File: config.mk
export PLATFORM = sky130hd
export DESIGN_NAME = fetch_unit
export DESIGN_NICKNAME = d
export VERILOG_FILES = /design/src/rtl/cpu_types_pkg.sv /design/src/rtl/fetch_queue.sv /design/src/rtl/fetch_unit.sv
export SDC_FILE = /design/constraint.sdc
export NUM_CORES = 1
export LEC_CHECK = 0
export ABC_AREA = 1
export CAP_MARGIN = 20
export CORE_MARGIN = 2
export CORE_UTILIZATION = 40
export DETAILED_ROUTE_END_ITERATION = 10
export DONT_BUFFER_PORTS = 1
export GPL_TIMING_DRIVEN = 0
export PLACE_DENSITY = 0.55
export SLEW_MARGIN = 20
export SYNTH_ARGS = -nofsm -noshare
export SYNTH_HDL_FRONTEND = slang
export SYNTH_SLANG_ARGS = --single-unit
File: constraint.sdc
create_clock -name CLK -period 8.9 [get_ports CLK]
set_input_delay 1.78 -clock CLK [delete_from_list [all_inputs] [get_ports CLK]]
set_output_delay 1.78 -clock CLK [all_outputs]
set_load 0.01 [all_outputs]
File: src/rtl/cpu_types_pkg.sv
// rtl/cpu_types_pkg.sv - shared types for the instruction fetch path
package cpu_types_pkg;

  typedef logic [31:0] word_t;

  typedef enum logic [1:0] {
    IDLE   = 2'd0,
    FETCH  = 2'd1,
    SQUASH = 2'd2
  } fetch_state_t;

  // Sequential instruction address; wraps modulo 2^32.
  function automatic word_t pc_plus4(input word_t pc);
    return pc + 32'd4;
  endfunction

endpackage

File: src/rtl/fetch_queue.sv
// rtl/fetch_queue.sv - circular prefetch queue of {instr, pc+4} entries
module fetch_queue
  import cpu_types_pkg::*;
#(
  parameter int DEPTH = 4
) (
  input  logic       CLK,
  input  logic       nRST,
  input  logic       i_push,
  input  logic       i_pop,
  input  logic       i_flush,
  input  word_t      i_instr,
  input  word_t      i_pcinc,
  output logic       o_full,
  output logic       o_empty,
  output logic [4:0] o_count,
  output word_t      o_instr,
  output word_t      o_pcinc
);

  localparam int PW = $clog2(DEPTH);

  word_t          r_instr_mem [DEPTH];
  word_t          r_pcinc_mem [DEPTH];
  logic [PW-1:0]  r_wr_ptr;
  logic [PW-1:0]  r_rd_ptr;
  logic [4:0]     r_count;
  logic           w_do_pop;
  logic           w_do_push;

  assign o_full    = (r_count == 5'(DEPTH));
  assign o_empty   = (r_count == 5'd0);
  assign o_count   = r_count;
  // Flush wins over same-cycle traffic; pop on empty is dropped; a push into a
  // full queue only lands when a pop frees the slot in the same cycle.
  assign w_do_pop  = i_pop && !o_empty && !i_flush;
  assign w_do_push = i_push && !i_flush && (!o_full || w_do_pop);
  // Head is forced to zero when empty so outputs are clean out of reset.
  assign o_instr   = o_empty ? '0 : r_instr_mem[r_rd_ptr];
  assign o_pcinc   = o_empty ? '0 : r_pcinc_mem[r_rd_ptr];

  // Pointer and occupancy bookkeeping; pointers wrap naturally at DEPTH.
  always_ff @(posedge CLK or negedge nRST) begin
    if (!nRST) begin
      r_wr_ptr <= '0;
      r_rd_ptr <= '0;
      r_count  <= '0;
    end else if (i_flush) begin
      r_wr_ptr <= '0;
      r_rd_ptr <= '0;
      r_count  <= '0;
    end else begin
      if (w_do_push) r_wr_ptr <= r_wr_ptr + PW'(1);
      if (w_do_pop)  r_rd_ptr <= r_rd_ptr + PW'(1);
      r_count <= r_count + 5'(w_do_push) - 5'(w_do_pop);
    end
  end

  // Entry storage; contents need no reset since count gates visibility.
  always_ff @(posedge CLK) begin
    if (w_do_push) begin
      r_instr_mem[r_wr_ptr] <= i_instr;
      r_pcinc_mem[r_wr_ptr] <= i_pcinc;
    end
  end

endmodule

File: src/rtl/fetch_unit.sv
// rtl/fetch_unit.sv - instruction fetch FSM with prefetch queue and redirect squash
module fetch_unit
  import cpu_types_pkg::*;
#(
  parameter word_t PC_INIT = 32'h0,
  parameter int    DEPTH   = 4
) (
  input  logic       CLK,
  input  logic       nRST,
  input  logic       ihit,
  input  word_t      imemload,
  output logic       imemREN,
  output word_t      imemaddr,
  input  logic       redirect,
  input  word_t      redirect_pc,
  input  logic       halt,
  input  logic       fq_pop,
  output logic       fq_valid,
  output word_t      fq_instr,
  output word_t      fq_pcinc,
  output logic [4:0] fq_count
);

  fetch_state_t r_state;
  word_t        r_pc;
  word_t        r_sq_addr;
  logic         w_push;
  logic         w_pop_eff;
  logic         w_full;
  logic         w_empty;
  logic [4:0]   w_count_next;

  // Only a live (non-squashed, non-redirected) completion enters the queue.
  assign w_push       = (r_state == FETCH) && ihit && !redirect;
  assign w_pop_eff    = fq_pop && !w_empty;
  assign w_count_next = fq_count + 5'(w_push) - 5'(w_pop_eff);

  assign imemREN  = (r_state != IDLE);
  assign imemaddr = (r_state == SQUASH) ? r_sq_addr : r_pc;
  assign fq_valid = !w_empty;

  fetch_queue #(.DEPTH(DEPTH)) u_queue (
    .CLK     (CLK),
    .nRST    (nRST),
    .i_push  (w_push),
    .i_pop   (fq_pop),
    .i_flush (redirect),
    .i_instr (imemload),
    .i_pcinc (pc_plus4(r_pc)),
    .o_full  (w_full),
    .o_empty (w_empty),
    .o_count (fq_count),
    .o_instr (fq_instr),
    .o_pcinc (fq_pcinc)
  );

  // Request sequencing: PC advance, redirect capture and squash of stale requests.
  always_ff @(posedge CLK or negedge nRST) begin
    if (!nRST) begin
      r_state   <= IDLE;
      r_pc      <= PC_INIT;
      r_sq_addr <= '0;
    end else begin
      if (redirect) r_pc <= redirect_pc;
      case (r_state)
        IDLE: begin
          if (redirect)
            r_state <= halt ? IDLE : FETCH;
          else if (!halt && !w_full)
            r_state <= FETCH;
        end
        FETCH: begin
          if (redirect) begin
            if (ihit) begin
              r_state <= halt ? IDLE : FETCH;
            end else begin
              // Memory still owes us the old word; hold its address until it lands.
              r_sq_addr <= r_pc;
              r_state   <= SQUASH;
            end
          end else if (ihit) begin
            r_pc    <= pc_plus4(r_pc);
            r_state <= (!halt && (w_count_next < 5'(DEPTH))) ? FETCH : IDLE;
          end
        end
        SQUASH: begin
          if (ihit) r_state <= halt ? IDLE : FETCH;
        end
        default: r_state <= IDLE;
      endcase
    end
  end

endmodule
# After elaboration in Yosys (flattened, before gate mapping)
# Memories as Yosys holds them, arrays and structs flattened.
# Cells that the tools add are included.
[op_classes] bitwise=1 reduce_logical=20 magnitude_cmp=1 mux=23 eq_ne=6 add_sub_neg=7
[ops] operator="32-bit 2-to-1 mux" n=7
[ops] operator="32-bit by 3-bit adder with 32-bit output, second input constant" n=1
[ops] operator="2-bit 2-to-1 mux" n=10
[ops] operator="5-bit by 1-bit adder with 5-bit output" n=2
[ops] operator="5-bit by 1-bit subtractor with 5-bit output" n=2
[ops] operator="1-bit logical AND" n=8
[ops] operator="3-bit inequality test, second input constant" n=2
[ops] operator="2-bit case mux with 3 select lines" n=1
[ops] operator="3-bit AND reduction" n=2
[ops] operator="2-bit nonzero test" n=3
[ops] operator="5-bit by 3-bit == test with 1-bit output, second input constant" n=1
[ops] operator="5-bit logical NOT" n=1
[ops] operator="5-bit by 3-bit less-than comparator with 1-bit output, second input constant" n=1
[ops] operator="5-bit 2-to-1 mux" n=1
[ops] operator="2-bit by 1-bit adder with 2-bit output, second input constant" n=2
[ops] operator="1-bit logical NOT" n=4
[ops] operator="1-bit 2-to-1 mux" n=4
[ops] operator="2-bit by 1-bit == test with 1-bit output, second input constant" n=1
[ops] operator="2-bit == test, second input constant" n=1
[ops] operator="2-bit logical NOT" n=1
[ops] operator="2-bit inequality test, second input constant" n=1
[ops] operator="1-bit logical OR" n=1
[ops] operator="1-bit NOT" n=1
[totals] ramBits=256 output_inout_bits=103 inputBits=70 wordCells=66 ff_bits=75 n_memories=2
[mem_list] memory="u_queue.r_instr_mem" words=4 width=32 read_ports=1 rd_ports_with_merged_regs=0 wr=1 line="fetch_queue.sv:23" text="word_t r_instr_mem [DEPTH];"
[mem_list] memory="u_queue.r_pcinc_mem" words=4 width=32 read_ports=1 rd_ports_with_merged_regs=0 wr=1 line="fetch_queue.sv:24" text="word_t r_pcinc_mem [DEPTH];"

# Depth between registers and ports, before layout
[logic_depth] depth_word=11 depth_mapped=18 mapped_depth_nobuf=18

# Modules after synthesis
# A second synthesis with hierarchy kept.
[unflattened] cells_unflattened=1445 hier_area_um2=14799.2
[modules_own_cells] module="fetch_queue" instances=1 area_per_inst_um2=10497.6 seq_area_each_um2=7912.6 cells_each=838
[modules_own_cells] module="fetch_unit" instances=1 area_per_inst_um2=4301.6 seq_area_each_um2=1651.6 cells_each=607

# Worst setup path before layout
# Ideal clock, no wire load.
[synth_timing] path_type="input port to flip-flop" start="input ihit" end="memory u_queue.r_instr_mem[0][0] in the netlist's numbering, enable pin" arrival_time_ps=4937 n_path_buf=0 required_time_ps=8413 setup_slack_ps=3477 setup_time_ps=487 path_stages=6 path_cell_list="inv_1 -> nor2_1 -> nand2_1 -> inv_2 -> nand2_1 -> nor2_1"
[synth_between] elab_chain_cells=6
[synth_lines] element="from (decl)" line="fetch_unit.sv:10" text="input logic ihit,"
[synth_lines] element="1-bit logical AND (2 in a row)" line="fetch_unit.sv:34" text="assign w_push = (r_state == FETCH) && ihit && !redirect;"
[synth_lines] element="1-bit logical AND (2 in a row)" line="fetch_queue.sv:37" text="assign w_do_push = i_push && !i_flush && (!o_full || w_do_pop);"
[synth_lines] element="1-bit 2-to-1 mux" line="fetch_queue.sv:61" text="if (w_do_push) begin"
[synth_lines] element="1-bit 2-to-1 mux (implied by the code)" line="fetch_queue.sv:62" text="r_instr_mem[r_wr_ptr] <= i_instr;"
[synth_lines] element="to (decl)" line="fetch_queue.sv:23"
# No other way between the ends.

# Final worst setup path
[layout_timing] start="register u_queue.r_count[3], in the netlist u_queue.o_count[3]" end="output fq_instr[22]"
[layout_between] elab_chain_cells=2
[layout_lines] element="from (decl)" line="fetch_queue.sv:27" text="logic [4:0] r_count;"
[layout_lines] element="from (signal assigned)" line="fetch_queue.sv:55" text="r_count <= r_count + 5'(w_do_push) - 5'(w_do_pop);"
[layout_lines] element="5-bit logical NOT" line="fetch_queue.sv:32" text="assign o_empty = (r_count == 5'd0);"
[layout_lines] element="32-bit 2-to-1 mux" line="fetch_queue.sv:39" text="assign o_instr = o_empty ? '0 : r_instr_mem[r_rd_ptr];"
[layout_lines] element="to (decl)" line="fetch_unit.sv:19" text="output word_t fq_instr,"
# No other way between the ends.

==> impl_metrics.ini <==
[finish]
final_cell_mix = 346 x nor2_1, 256 x edfxtp_1, 219 x nand2_1, 176 x o21ai_0, 111 x a21oi_1
diodes = 0
final.fill_count = 3412
area_growth_pct = 14.0
layout.nets = 1584
drive_gt1_share_pct = 8.38
final_common_cell = nor2_1
fin_cells = 1995
final_core_util_pct = 46.0

[clocking]
cts_tree = built
cts-root-buf = clkbuf_16
clock-sinks = 331
cts_resized = 0
post_cts_buffers = 0
holdBufCountCts = 0
clockBufferDepth = 3
clock_latency_ps = 510
cts_max_level = 2
clkTransAtPathRegs_ps = 60
numCtsBuffers = 37

[floorplanning]
die_width_um = 195
coreArea_um2 = 36300
num_rows = 70
boundaryPins = 173
die_area_um2 = 38100
fp.dieH_um = 195
initial_core_util_pct = 40.3

[sta]
slew-limit-headroom_pct = 50.7
min_period_ps = 4340
worst_pin_slew_ps = 740
fin_crit_sh_pct = 48.8
setup_viol = 0
whs_ps = 486
finalHoldViolCount = 0
drv_slew = 0
fmax_mhz = 230
worst_slack_ps = 4560
fin_skew_ps = 11.3
setup_tns_ps = 0
rsz0062_at_grt = false

[pwr]
p_leak_nw = 6.32
vdd_drop_max_uv = 153
power_density_nw_per_um2 = 294
power_switching_w = 0.00180
sw_frac_of_total_pct = 36.8
p_int_w = 0.00310
share_seq_of_total_power_pct = 40.6
p_clk_share_pct = 29.6
comb_power_share_pct = 29.7

[logic_synthesis]
netlist_area_um2 = 14600
yosys.cell_types.count = 32
avgSynthCellArea_um2 = 10.1
syn_inst = 1449
ys_warn_count = 0
ys_seq_area_share_pct = 65.5
synth_fp_nets = 1533
synth-seq-cells = 331

[hold_path]
hp-class = reg -> reg

[critical_path]
cp.arrival_ps = 2560
start_kind = flip-flop
worstSetupEndpointType = output port
worstSetupPathType = reg -> out
r2r_setup_slack_ps = 5990
required_ps = 7120
crit_fanout = 10

[global_route]
grt_pass1_vias = 10189
grtUsageTotal_pct = 20.6
grt_pass1_wl_um = 59900
grt_max_degree = 76
antenna_found_initial = 0
gr-total-overflow = 0

[placement]
place_congestion = 0.906
dp_hpwl_um = 27500
place_ws_ps = 4940
placed_cells = 1929
io_buffer_count = 0

[detailed_routing]
ant_nets = 0
drt_first_iter_violations = 764
num_vias = 10180
drt-vias-per-instance = 5.10
dr_wl_met3_um = 2740
drc = 0
drt-total-wl_um = 39200
first_pass_iters = 6
wl_per_cell_um = 19.7
wl_met2_um = 17900
wl_met1_um = 17500
top_layer = met4

[outcome]
status = finished, final reports clean

[job]
cap_violations = 0
-- stage by stage --
| stage | total power [W] | instance area (um^2) |
|---|---|---|
| 2_1_floorplan | 0.00299 | 14600 |
| 3_3_place_gp | 0.00346 | 15200 |
| 5_1_grt | 0.00518 | 16700 |
| 4_1_cts | 0.00496 | 16700 |
| 3_5_place_dp | 0.00350 | 15500 |
| 6_report | 0.00490 | 16700 |
-- worst paths after layout --
check	startpoint	endpoint	cells past startpoint
min in group asynchronous	nRST	r_sq_addr[21]	0
max in group asynchronous	nRST	u_queue.r_rd_ptr[0]	0
worst min register to register	r_sq_addr[8]	r_sq_addr[8]	2
worst max-delay path	u_queue.o_count[3]	fq_instr[22]	6
worst max register to register	u_queue.o_count[3]	u_queue.r_instr_mem[1][0]	9
worst min-delay path	r_sq_addr[8]	r_sq_addr[8]	2
-- per-layer routing --
layer  up-vias  GRT usage, %
li1       4993             -
met1      4842          28.0
met2       286          33.4
met3        59          4.75
met4         0          5.91
met5         -             0
-- cells by family after synthesis --
group / synth area share [%]
AO/OA/AOI/OAI: 11.1
flip-flops: 65.5
adder cells (fa/ha/maj): 1.25
buffers and inverters: 4.21
AND/OR/NAND/NOR: 16.7
XOR/XNOR: 1.22
-- cells in the mapped netlist --
library cell  instances  area (um^2)
a21oi_1             111          556
a31oi_1               2         12.5
buf_1                20         75.1
buf_2                28          140
clkbuf_1             27          101
clkbuf_2              1         5.00
clkinv_2              1         5.00
dfrtp_1              75         1880
edfxtp_1            256         7690
fa_1                  1         20.0
ha_1                 13          163
inv_1                66          248
inv_2                11         41.3
nand2_1             219          822
nand2_2               4         25.0
nand2_4               2         22.5
nand3_1              15         75.1
nand3_2               2         20.0
nand4_1               5         31.3
nor2_1              350         1310
nor2_2                2         12.5
nor2_4                4         45.0
nor2_8                2         40.0
nor3_1                4         20.0
nor3_2                1         10.0
o211ai_1              3         22.5
o21ai_0             176          881
o21ai_1              30          150
o21bai_1              1         7.51
or2_1                 1         6.26
xor2_1               11         96.3
xor2_2                5         81.3
-- final cells by class --
cell class,instances,area (um^2),share of cell area (%)
Buffer,76,322,1.93
Sequential cell,331,9560,57.4
Timing Repair Buffer,12,293,1.76
Inverter,78,294,1.76
Clock buffer,46,970,5.82
Clock inverter,20,174,1.04
Multi-Input combinational cell,964,4460,26.8
Tap cell,468,586,3.51
-- state kept, by name (all words and copies together) (netlist names) --
signal               count
r_sq_addr               32
u_queue.o_count          5
r_state                  2
u_queue.r_rd_ptr         2
u_queue.r_instr_mem    128
r_pc                    32
u_queue.r_pcinc_mem    128
u_queue.r_wr_ptr         2
-- worst max-delay path: stages, from the launching register on --
cell      delay [ps]
dfrtp_1          450
inv_1            150
ha_1             170
nand3_2          170
inv_2            310
clkbuf_1         560
a21oi_1          250
-- power by group through the flow --
stage	Combinational, W	Clock, W	Sequential (W)
2_1_floorplan	0.000999	0	0.00199
3_3_place_gp	0.00143	0	0.00203
3_5_place_dp	0.00147	0	0.00202
4_1_cts	0.00148	0.00149	0.00199
5_1_grt	0.00163	0.00154	0.00201
6_report	0.00146	0.00145	0.00199
No activity file was read; power rests on OpenSTA's default activity.
